[src/rtl/div_pkg.sv]
`default_nettype none
// +----------------------------------------------------------------------------+
// | Module   : div_pkg                                                         |
// | Purpose  : Shared types and width constants for the sequential restoring   |
// |            divider (seq_div_unit) and its single-step datapath (div_step). |
// | Contents : state_t  - controller states (IDLE, CALC, DONE)                 |
// |            M_W      - divisor / remainder width                            |
// |            N_W      - dividend / quotient width (2*M_W)                    |
// |            CNT_W    - step counter width for N_W steps                     |
// | Revision : 1.0 - initial release                                           |
// +----------------------------------------------------------------------------+
package div_pkg;

  localparam int M_W   = 32;
  localparam int N_W   = 64;
  localparam int CNT_W = $clog2(N_W);

  typedef enum logic [1:0] {
    IDLE = 2'd0,
    CALC = 2'd1,
    DONE = 2'd2
  } state_t;

endpackage : div_pkg
`default_nettype wire

[src/rtl/div_step.sv]
`default_nettype none
// +----------------------------------------------------------------------------+
// | Module   : div_step                                                        |
// | Purpose  : One combinational restoring-division step. Shifts the next      |
// |            dividend bit into the partial remainder and subtracts the       |
// |            divisor when it fits.                                           |
// | Ports    : r_in    [M:0]   partial remainder before the step               |
// |            bit_in          next dividend bit (MSB first)                   |
// |            divisor [M-1:0] divisor                                         |
// |            r_out   [M:0]   partial remainder after the step                |
// |            q_bit           quotient bit produced by this step              |
// | Revision : 1.0 - initial release                                           |
// +----------------------------------------------------------------------------+
module div_step #(
  parameter int M = 32
) (
  input  logic [M:0]   r_in,
  input  logic         bit_in,
  input  logic [M-1:0] divisor,
  output logic [M:0]   r_out,
  output logic         q_bit
);

  // Full-width shift keeps r_in[M] in the compare. In normal operation the
  // partial remainder is always below the divisor, so that bit is zero and
  // the shifted value never exceeds M+1 significant bits.
  logic [M+1:0] shifted;

  assign shifted = {r_in, bit_in};
  assign q_bit   = (shifted >= {2'b00, divisor});

  // When the subtraction happens the true difference is below the divisor,
  // so computing it modulo 2^(M+1) on the low bits is exact.
  assign r_out   = q_bit ? (shifted[M:0] - {1'b0, divisor}) : shifted[M:0];

endmodule : div_step
`default_nettype wire

[src/rtl/seq_div_unit.sv]
`default_nettype none
// +----------------------------------------------------------------------------+
// | Module   : seq_div_unit                                                    |
// | Purpose  : Sequential unsigned restoring divider, one quotient bit per     |
// |            clock, valid/ready handshakes on operands and result.           |
// | Ports    : clk, rst_n (synchronous, active low)                            |
// |            in_valid / in_ready, dividend [N-1:0], divisor [M-1:0]          |
// |            out_valid / out_ready, quotient [N-1:0], remainder [M-1:0],     |
// |            div_by_zero (qualified by out_valid)                            |
// | Options  : DIV_ZERO_CHK_EN - when defined, a zero divisor skips the        |
// |            iteration and returns all-ones quotient with div_by_zero=1 one  |
// |            cycle after acceptance. Otherwise div_by_zero is tied low.      |
// | Revision : 1.0 - initial release                                           |
// +----------------------------------------------------------------------------+
module seq_div_unit
  import div_pkg::*;
#(
  parameter int M = M_W,
  parameter int N = N_W
) (
  input  logic         clk,
  input  logic         rst_n,
  input  logic         in_valid,
  output logic         in_ready,
  input  logic [N-1:0] dividend,
  input  logic [M-1:0] divisor,
  output logic         out_valid,
  input  logic         out_ready,
  output logic [N-1:0] quotient,
  output logic [M-1:0] remainder,
  output logic         div_by_zero
);

  localparam int STEP_CNT_W = $clog2(N);

  state_t                state_q,     state_d;
  logic                  in_ready_q,  in_ready_d;
  logic                  out_valid_q, out_valid_d;
  // quo_q starts as the dividend and is shifted left every step; quotient
  // bits enter at the bottom while dividend bits leave at the top.
  logic [N-1:0]          quo_q,       quo_d;
  logic [M:0]            rem_q,       rem_d;
  logic [M-1:0]          dvs_q,       dvs_d;
  logic [STEP_CNT_W-1:0] cnt_q,       cnt_d;

  logic [M:0]            step_r;
  logic                  step_q;

  div_step #(
    .M (M)
  ) u_step (
    .r_in    (rem_q),
    .bit_in  (quo_q[N-1]),
    .divisor (dvs_q),
    .r_out   (step_r),
    .q_bit   (step_q)
  );

`ifdef DIV_ZERO_CHK_EN
  logic dbz_q, dbz_d;
`endif

  always_comb begin
    state_d     = state_q;
    in_ready_d  = in_ready_q;
    out_valid_d = out_valid_q;
    quo_d       = quo_q;
    rem_d       = rem_q;
    dvs_d       = dvs_q;
    cnt_d       = cnt_q;
`ifdef DIV_ZERO_CHK_EN
    dbz_d       = dbz_q;
`endif

    case (state_q)
      IDLE: begin
        in_ready_d  = 1'b1;
        out_valid_d = 1'b0;
        if (in_valid && in_ready_q) begin
          in_ready_d = 1'b0;
          dvs_d      = divisor;
          quo_d      = dividend;
          rem_d      = '0;
          cnt_d      = '0;
          state_d    = CALC;
`ifdef DIV_ZERO_CHK_EN
          dbz_d      = 1'b0;
          if (divisor == '0) begin
            quo_d   = '1;
            rem_d   = {1'b0, dividend[M-1:0]};
            dbz_d   = 1'b1;
            state_d = DONE;
          end
`endif
        end
      end

      CALC: begin
        in_ready_d  = 1'b0;
        out_valid_d = 1'b0;
        quo_d       = {quo_q[N-2:0], step_q};
        rem_d       = step_r;
        cnt_d       = cnt_q + STEP_CNT_W'(1);
        if (cnt_q == STEP_CNT_W'(N - 1)) begin
          state_d = DONE;
        end
      end

      DONE: begin
        // out_valid is registered, so it rises on the edge after entry.
        in_ready_d  = 1'b0;
        out_valid_d = 1'b1;
        if (out_valid_q && out_ready) begin
          out_valid_d = 1'b0;
          in_ready_d  = 1'b1;
          state_d     = IDLE;
        end
      end

      default: begin
        state_d     = IDLE;
        in_ready_d  = 1'b1;
        out_valid_d = 1'b0;
      end
    endcase
  end

  always_ff @(posedge clk) begin
    if (!rst_n) begin
      state_q     <= IDLE;
      in_ready_q  <= 1'b1;
      out_valid_q <= 1'b0;
      quo_q       <= '0;
      rem_q       <= '0;
      dvs_q       <= '0;
      cnt_q       <= '0;
`ifdef DIV_ZERO_CHK_EN
      dbz_q       <= 1'b0;
`endif
    end else begin
      state_q     <= state_d;
      in_ready_q  <= in_ready_d;
      out_valid_q <= out_valid_d;
      quo_q       <= quo_d;
      rem_q       <= rem_d;
      dvs_q       <= dvs_d;
      cnt_q       <= cnt_d;
`ifdef DIV_ZERO_CHK_EN
      dbz_q       <= dbz_d;
`endif
    end
  end

  assign in_ready  = in_ready_q;
  assign out_valid = out_valid_q;
  assign quotient  = quo_q;
  assign remainder = rem_q[M-1:0];

`ifdef DIV_ZERO_CHK_EN
  assign div_by_zero = dbz_q;
`else
  assign div_by_zero = 1'b0;
`endif

endmodule : seq_div_unit
`default_nettype wire

[config.mk]
export PLATFORM = sky130hd
export DESIGN_NAME = seq_div_unit
export DESIGN_NICKNAME = d
export VERILOG_FILES = /design/src/rtl/div_pkg.sv /design/src/rtl/div_step.sv /design/src/rtl/seq_div_unit.sv
export SDC_FILE = /design/constraint.sdc
export NUM_CORES = 1
export LEC_CHECK = 0
export CORE_ASPECT_RATIO = 0.6
export CORE_MARGIN = 10
export CORE_UTILIZATION = 55
export CTS_BUF_LIST = sky130_fd_sc_hd__clkbuf_8
export DETAILED_ROUTE_END_ITERATION = 10
export HOLD_SLACK_MARGIN = 0.02
export PLACE_DENSITY = 0.9
export SLEW_MARGIN = 40
export SYNTH_ARGS = -nofsm -noshare
export SYNTH_HDL_FRONTEND = slang
export SYNTH_SLANG_ARGS = --single-unit
export TNS_END_PERCENT = 50
[constraint.sdc]
create_clock -name clk -period 4.4 [get_ports clk]
set_input_delay 1.32 -clock clk [delete_from_list [all_inputs] [get_ports clk]]
set_output_delay 1.32 -clock clk [all_outputs]
set_load 0.005 [all_outputs]
### Word-level counts from Yosys, hierarchy flattened

Index checks and enable logic that the tools add are counted.

| storage, ports and cells | value |
|---|---|
| register bits | 139 |
| logic and storage cells | 39 |

| operators by class | value |
|---|---|
| mux-type cells | 15 |
| eq/ne operators | 6 |
| $lt $le $gt $ge | 1 |
| add/subtract/negate cells | 2 |
| reductions and logical operators | 8 |

Operator list:

| kind | number |
|---|---|
| $pmux W64 S2 | 1 |
| $mux W33 | 2 |
| $pmux W33 S2 | 1 |
| $mux W64 | 1 |
| $ge A34 B32 Y1 | 1 |
| $sub A33 B32 Y33 | 1 |
| $pmux W6 S2 | 1 |
| $add A6 B1 Y6 const B | 1 |
| $eq A6 B6 Y1 const B | 1 |
| $mux W2 | 3 |
| $mux W6 | 1 |
| $ne A2 B2 Y1 const B | 3 |
| $pmux W2 S3 | 1 |
| $reduce_and A2 Y1 | 3 |
| $mux W1 | 3 |
| $pmux W1 S3 | 1 |
| $reduce_and A3 Y1 | 1 |
| $eq A2 B1 Y1 const B | 1 |
| $eq A2 B2 Y1 const B | 1 |
| $logic_and A1 B1 Y1 | 2 |
| $logic_not A2 Y1 | 1 |
| $reduce_bool A2 Y1 | 1 |

### Logic depth before layout (Yosys ltp)

Gate-level depths: netlist (run 1).

| depth | value |
|---|---|
| word-level depth | 3 |
| gate-level depth with buffers | 13 |
| gate-level depth less buffers | 12 |

### Modules after synthesis

Synthesis (run 1) repeated with hierarchy kept, for this count alone.

| unflattened totals | value |
|---|---|
| cell total of the unflattened synthesis | 1009 |
| area total of the unflattened synthesis | 7913.8 µm² |

By module, submodules not included:

| module | sequential area each (µm²) | cells an instance | area an instance (µm²) | instances |
|---|---|---|---|---|
| seq_div_unit | 2782.7 | 663 | 5723.0 | 1 |
| div_step | 0.0 | 346 | 2190.9 | 1 |

### Worst setup path before layout (run 1)

No wires, ideal clock.

| timing | value |
|---|---|
| path type | reg-to-reg |
| from | reg quo_q[63], in the netlist quotient[63] |
| to | reg rem_q[28] |
| setup slack | 1.699 ns |
| cell stages (with the launch flop) | 13 |
| data arrival time | 2.632 ns |
| period minus slack after synthesis | 2.701 ns |
| cells stage by stage | dfxtp_1 > inv_1 > ha_1 > fa_1 > nand2b_1 > a211oi_2 > a211oi_2 > o21ba_4 > o41a_1 > o31ai_2 > a211oi_1 > xor2_1 > o21ai_1 |

| on the way | value |
|---|---|
| cells in the longest elaborated chain, start to end | 3 |

RTL lines:

| item | line | RTL |
|---|---|---|
| start: declaration | seq_div_unit.sv:41 | `logic [N-1:0] quo_q, quo_d;` |
| start signal: assignment | seq_div_unit.sv:144 | `quo_q <= quo_d;` |
| $sub A33 B32 Y33 or $ge A34 B32 Y1 (tied branches) | div_step.sv:34, div_step.sv:30 |  |
| $mux W33 (*) | div_step.sv:34 | `assign r_out = q_bit ? (shifted[M:0] - {1'b0, divisor}) : shifted[M:0];` |
| $pmux W33 S2 (*) | seq_div_unit.sv:75 | `case (state_q)` |
| end signal: assignment | seq_div_unit.sv:145 | `rem_q <= rem_d;` |
| end: declaration | seq_div_unit.sv:42 | `logic [M:0] rem_q, rem_d;` |

Mark *: on every way between the ends. The rest lies on a longest branch, timed or not.
A chain may end at the register's enable or synchronous reset.

### Worst setup path in the final report (run 1)

| timing | value |
|---|---|
| from | reg quo_q[63], in the netlist quotient[63] |
| to | reg rem_q[22] |

Same word-level chain as after synthesis.

==> impl_metrics.toml, run 1 <==
[status]
status = "finished, final reports clean"

[timing]
maxSlewHeadroom = 0.479
finalSetupTns_ns = 0
worst_pin_slew_ns = 0.781
finalSetupViolations = 0
final_hold_viol_count = 0
rsz0062_at_grt = "no"
fin_crit_ns = 3.29
fin_skew_ns = 0.0138
period_share = 0.747
setup_slack_ns = 1.11
holdWs_ns = 0.466
slew_viol_final = 0
fmax_mhz = 304

[synthesis]
syn-cell-area_um2 = 7530
synth_warnings = 0
netlist.area_leader.share = 0.370
synth.distinct_cells = 57
synthMostInstantiatedCell = "nor2_1"
synth_cells = 944
synth_seq_cells = 139
netlist_top_cells_count = "nor2_1 (144), dfxtp_1 (139), nand2_1 (125), o221ai_1 (55), clkbuf_1 (50)"
yosys.area.top_type = "dfxtp_1"
synth_area_per_cell_um2 = 7.97
ys_seq_area_frac = 0.370
synthTopCellsByArea = "dfxtp_1 (37%), nor2_1 (7.2%), o221ai_1 (6.4%)"
async_flop_share = 0
synth.net_count = 1078
synth_edf_count = 0
synth_flop_cell = "dfxtp_1"

[power_and_ir_drop]
power.leakage_nw = 3.78
swShare = 0.440
power_mw = 6.21
ir_drop_v = 0.000411
power_frac_clock = 0.171
seqPwrFrac = 0.259
p_int_mw = 3.47
p_comb_frac = 0.569
p_sw_mw = 2.73
power_density_nw_per_um2 = 638

[placed_design]
place_ws_ns = 1.08
gp_routability_congestion = 1.03
hpwl_mm = 17.7
post-place-cells = 1227
io_buffers = 197
placement.cell_area_um2 = 9330

[layout]
fin_util = 0.741
fill_cells = 949
nNetsFinal = 1211
diodes = 0
postLayoutCellArea_um2 = 9740
synthToLayoutAreaGrowth_pct = 29.4
final_cells = 1260
drive_above_1_share = 0.0569

[floorplan]
start_util = 0.573
rows = 32
dieWidth_um = 171
coreArea_um2 = 13100
die_height_um = 111
dieArea_um2 = 18900
ioPinCount = 199

[global_route]
grt_use_total = 0.245
grt_max_degree = 65
grt_overflow = 0
antenna_found_initial = 2
grt_pass1_wl_mm = 38.0
grt_pass1_vias = 7031

[clocking]
postCtsSetupBuffers = 0
root_buffer = "clkbuf_8"
cts_tree = "done"
ctsResizeCount = 0
clock_sinks = 139
clk_pin_slew_ns = 0.09
clockBufferDepth = 2
numCtsBuffers = 17
worstSkewPairLatency_ns = 0.46
htree_levels = 4
hold_buffers = 0

[route]
vias = 7390
viasPerCell = 5.87
dr.pass1.iters = 7
first_iter_violations = 630
drt-total-wl_mm = 23.9
routedWlPerCell_um = 18.9
postRouteAntennaNets = 0
drc = 0

[setup_path]
crit_type = "register to register"
required_ns = 4.77
critPathCaptureType = "register"
cp_max_fo = 12
arrival_ns = 3.66
cp-start-kind = "register"

[worst_hold_path]
hold_class = "register to register"

[run]
maxCapViolations = 0
[per-layer routing]
layer  share of wire  GRT usage  wire [um]  vias up
met5          0.0014          0         34        -
met4           0.018     0.0648        440        4
met3            0.11     0.0958       2530       37
met2            0.43      0.360      10300      345
met1            0.44      0.325      10600     3445
li1                -          -          -     3559
[layout by cell type (no fill, tap or decap), types with 6 or more instances in the layout]
| cell | n |
|---|---|
| xor2_1 | 15 |
| clkdlybuf4s50_1 | 196 |
| nor2_1 | 144 |
| inv_1 | 40 |
| a21boi_0 | 45 |
| clkbuf_8 | 17 |
| a22oi_1 | 10 |
| nand4_1 | 8 |
| xnor2_1 | 13 |
| ha_1 | 33 |
| a32oi_1 | 13 |
| a21o_1 | 7 |
| buf_4 | 14 |
| a22o_1 | 11 |
| nand3_1 | 15 |
| nand2b_1 | 7 |
| o21a_1 | 6 |
| o21ai_1 | 16 |
| o21ai_0 | 32 |
| o221ai_1 | 55 |
| a21oi_1 | 36 |
| and2_1 | 6 |
| dfxtp_1 | 139 |
| nand2_1 | 124 |
[layout make-up]
type | count | area [um^2] | share of cell area
repair buffers | 212 | 2090 | 0.215
flip-flops and latches | 139 | 2780 | 0.286
clock inverters | 15 | 169 | 0.0173
clock buffers | 17 | 234 | 0.0240
multi-input cells | 667 | 4100 | 0.421
inverters | 40 | 150 | 0.0154
well taps | 170 | 213 | 0.0218
[power groups by stage]
stage / logic, mW / registers [mW] / clock network, mW
3_3_place_gp: 3.34 / 1.63 / 0
5_1_grt: 3.85 / 1.63 / 1.13
6_report: 3.53 / 1.61 / 1.06
2_1_floorplan: 2.50 / 1.59 / 0
4_1_cts: 3.44 / 1.61 / 1.07
3_5_place_dp: 3.40 / 1.63 / 0
[worst paths after layout]
check                                   from         to  slack, ns  cells after the start
worst max register to register  quotient[63]  rem_q[22]       1.11                     12
worst min-delay path               dvs_q[19]  dvs_q[19]       0.47                      2
worst min register to register     dvs_q[19]  dvs_q[19]       0.47                      2
worst max-delay path            quotient[63]  rem_q[22]       1.11                     12
[sequential cells by signal (all words and copies together), names as in the netlist]
register,flops
rem_q,33
quotient,64
in_ready,1
cnt_q,6
dvs_q,32
out_valid,1
state_q,2
[logic make-up after synthesis]
kind of cell,share of synthesized area
AOI/OAI and AO/OA,0.258
other,0.000498
xor gates and xnor gates,0.0326
DFF,0.370
muxes,0.00399
and+or+nand+nor,0.190
buffers and inverters,0.0881
adders and majority gates,0.0575
[worst max-delay path: stages (launching register included)]
cell	delay [ns]
dfxtp_1	0.36
inv_1	0.07
ha_1	0.22
fa_1	0.41
nand2b_1	0.20
a211oi_2	0.22
a211oi_2	0.10
o21ba_4	0.24
o21ai_2	0.32
a211oi_4	0.16
buf_4	0.23
nand2b_1	0.36
o21ai_0	0.28
(Power assumes the default switching activity.)
==> run 2: changes to the inputs <==
--- a/config.mk
+++ b/config.mk
@@ -7,11 +7,11 @@
 export LEC_CHECK = 0
 export CORE_ASPECT_RATIO = 0.6
 export CORE_MARGIN = 10
-export CORE_UTILIZATION = 55
+export CORE_UTILIZATION = 46
 export CTS_BUF_LIST = sky130_fd_sc_hd__clkbuf_8
 export DETAILED_ROUTE_END_ITERATION = 10
 export HOLD_SLACK_MARGIN = 0.02
-export PLACE_DENSITY = 0.9
+export PLACE_DENSITY = 0.8
 export SLEW_MARGIN = 40
 export SYNTH_ARGS = -nofsm -noshare
 export SYNTH_HDL_FRONTEND = slang
==> constraint.sdc (replaced) <==
create_clock -name clk -period 2.76 [get_ports clk]
set_input_delay 0.828 -clock clk [delete_from_list [all_inputs] [get_ports clk]]
set_output_delay 0.828 -clock clk [all_outputs]
set_load 0.005 [all_outputs]
==> impl_metrics.toml, run 2 (synthesis gave the netlist of run 1 again) <==
[status]
status = "finished, violations left"
violations = "negative setup slack"

[timing]
finalSetupTns_ns = -0.0140
period_share = 1.01
maxSlewHeadroom = 0.642
holdWs_ns = 0.459
finalSetupViolations = 1
fin_skew_ns = 0.0201
worst_pin_slew_ns = 0.538
fmax_mhz = 360
slew_viol_final = 0
setup_slack_ns = -0.0140
rsz0062_at_grt = "yes"
final_hold_viol_count = 0
fin_crit_ns = 2.77

[layout]
largest_reg_flops = 64
drive_above_1_share = 0.136
final_common_cell = "clkdlybuf4s50_1"
multiInputGateArea_um2 = 4350
synthToLayoutAreaGrowth_pct = 40.5
fin_util = 0.656
postLayoutCellArea_um2 = 10600
regArea_um2 = 2790
fill_cells = 1366
final_cells = 1349
final_cell_mix = "clkdlybuf4s50_1 (196), nor2_1 (144), dfxtp_1 (134), nand2_1 (120), o221ai_1 (55)"
diodes = 0
nNetsFinal = 1261

[power_and_ir_drop]
p_comb_frac = 0.638
seqPwrFrac = 0.214
power_frac_clock = 0.148
power_mw = 11.9
ir_drop_v = 0.000799
p_int_mw = 6.75
power.leakage_nw = 4.15
power_density_nw_per_um2 = 1120
swShare = 0.430
p_sw_mw = 5.10

[placed_design]
io_buffers = 197
hpwl_mm = 17.7
post-place-cells = 1304
place_ws_ns = -0.0963
placement.cell_area_um2 = 9730
gp_routability_congestion = 0.960

[clocking]
cts_tree = "done"
htree_levels = 4
clock_sinks = 139
numCtsBuffers = 17
clk_pin_slew_ns = 0.10
root_buffer = "clkbuf_8"
worstSkewPairLatency_ns = 0.46
clockBufferDepth = 2

[floorplan]
coreArea_um2 = 16100
ioPinCount = 199
dieArea_um2 = 22000
die_height_um = 119
start_util = 0.467
dieWidth_um = 185
rows = 36

[route]
dr.pass1.iters = 5
postRouteAntennaNets = 0
routedWlPerCell_um = 18.8
vias = 7543
first_iter_violations = 656
drc = 0
viasPerCell = 5.59
drt-total-wl_mm = 25.4

[setup_path]
worstPathCellList = "inv_2 > ha_4 > fa_2 > nand2b_4 > a211oi_2 > a211oi_2 > o21ba_4 > o41a_1 > o31ai_4 > buf_4 > xnor2_1 > o21ai_1"
path_common_cell = "a211oi_2"
crit_type = "register to register"
critPathCaptureType = "register"
cp-start-kind = "register"
cp_max_fo = 3
required_ns = 3.09
cp_num_buf_inv = 2
crit_family = "compound AO/OA/AOI/OAI gates"
cpMaxStageDelayCell = "o41a_1"
slowest_delay_ns = 0.40
arrival_ns = 3.11

[global_route]
grt_use_total = 0.218
grt_max_degree = 96
antenna_found_initial = 0
grt_pass1_vias = 7286
grt_pass1_wl_mm = 39.1
grt_overflow = 0

[run]
maxCapViolations = 0

[worst_hold_path]
hold_class = "register to register"
-- run 2: changes by cell type in the layout (fill, tap and decap cells not counted), moves of 4 or more --
cell      delta
o21ai_0     -10
buf_4       +37
dfxtp_1      -5
buf_6        +5
ha_2         +6
ha_1        -13
clkinv_8     +5
nand2_1      -4
buf_12       +6
ha_4         +7
o21ai_1     +10
dfxtp_2      +5
nand2_2      +4
-- run 2: worst paths after layout --
path / startpoint / to / slack, ns / cells past startpoint
min: rem_q[32] / rem_q[32] / 0.46 / 2
min reg2reg: rem_q[32] / rem_q[32] / 0.46 / 2
max reg2reg: quotient[63] / rem_q[24] / -0.01 / 12
max: quotient[63] / rem_q[24] / -0.01 / 12
-- run 2: power by group through the flow --
stage,clock network [mW],logic [mW],registers [mW]
2_1_floorplan,0,3.99,2.54
3_3_place_gp,0,5.90,2.55
3_5_place_dp,0,6.02,2.56
4_1_cts,1.78,6.64,2.52
5_1_grt,1.87,8.11,2.58
6_report,1.75,7.57,2.54
-- run 2: layer usage --
layer | GRT usage | routed length, um | share of wire
met4 | 0.0349 | 235 | 0.0093
met3 | 0.0923 | 2660 | 0.10
met5 | 0 | 0 | 0
met1 | 0.293 | 11300 | 0.44
met2 | 0.322 | 11200 | 0.44
-- run 2: area by class of cell --
type                    instances  share of cell area
clock buffers                  17              0.0221
clock inverters                15              0.0183
inverters                      40              0.0142
multi-input cells             667               0.411
flip-flops and latches        139               0.264
well taps                     209              0.0247
repair buffers                262               0.246
-- run 2: repair_timing --
item	CTS	global route
pin swaps	6	12
gates cloned	1	1
setup buffers	7	4
gates resized for setup	17	51
setup endpoints to repair	9	34
hold buffers	0	0
-- run 2: tightest hold or removal path: stages (launching register included) --
cell     delay (ns)
dfxtp_1        0.32
nand2_1        0.05
o21ai_1        0.05
==> run 3: changes to the inputs <==
--- a/config.mk
+++ b/config.mk
@@ -12,7 +12,7 @@
 export DETAILED_ROUTE_END_ITERATION = 10
 export HOLD_SLACK_MARGIN = 0.02
 export PLACE_DENSITY = 0.8
-export SLEW_MARGIN = 40
+export SLEW_MARGIN = 20
 export SYNTH_ARGS = -nofsm -noshare
 export SYNTH_HDL_FRONTEND = slang
 export SYNTH_SLANG_ARGS = --single-unit
==> results of run 3 <==
The final DEF is identical to that of run 2; final timing and power are the same.
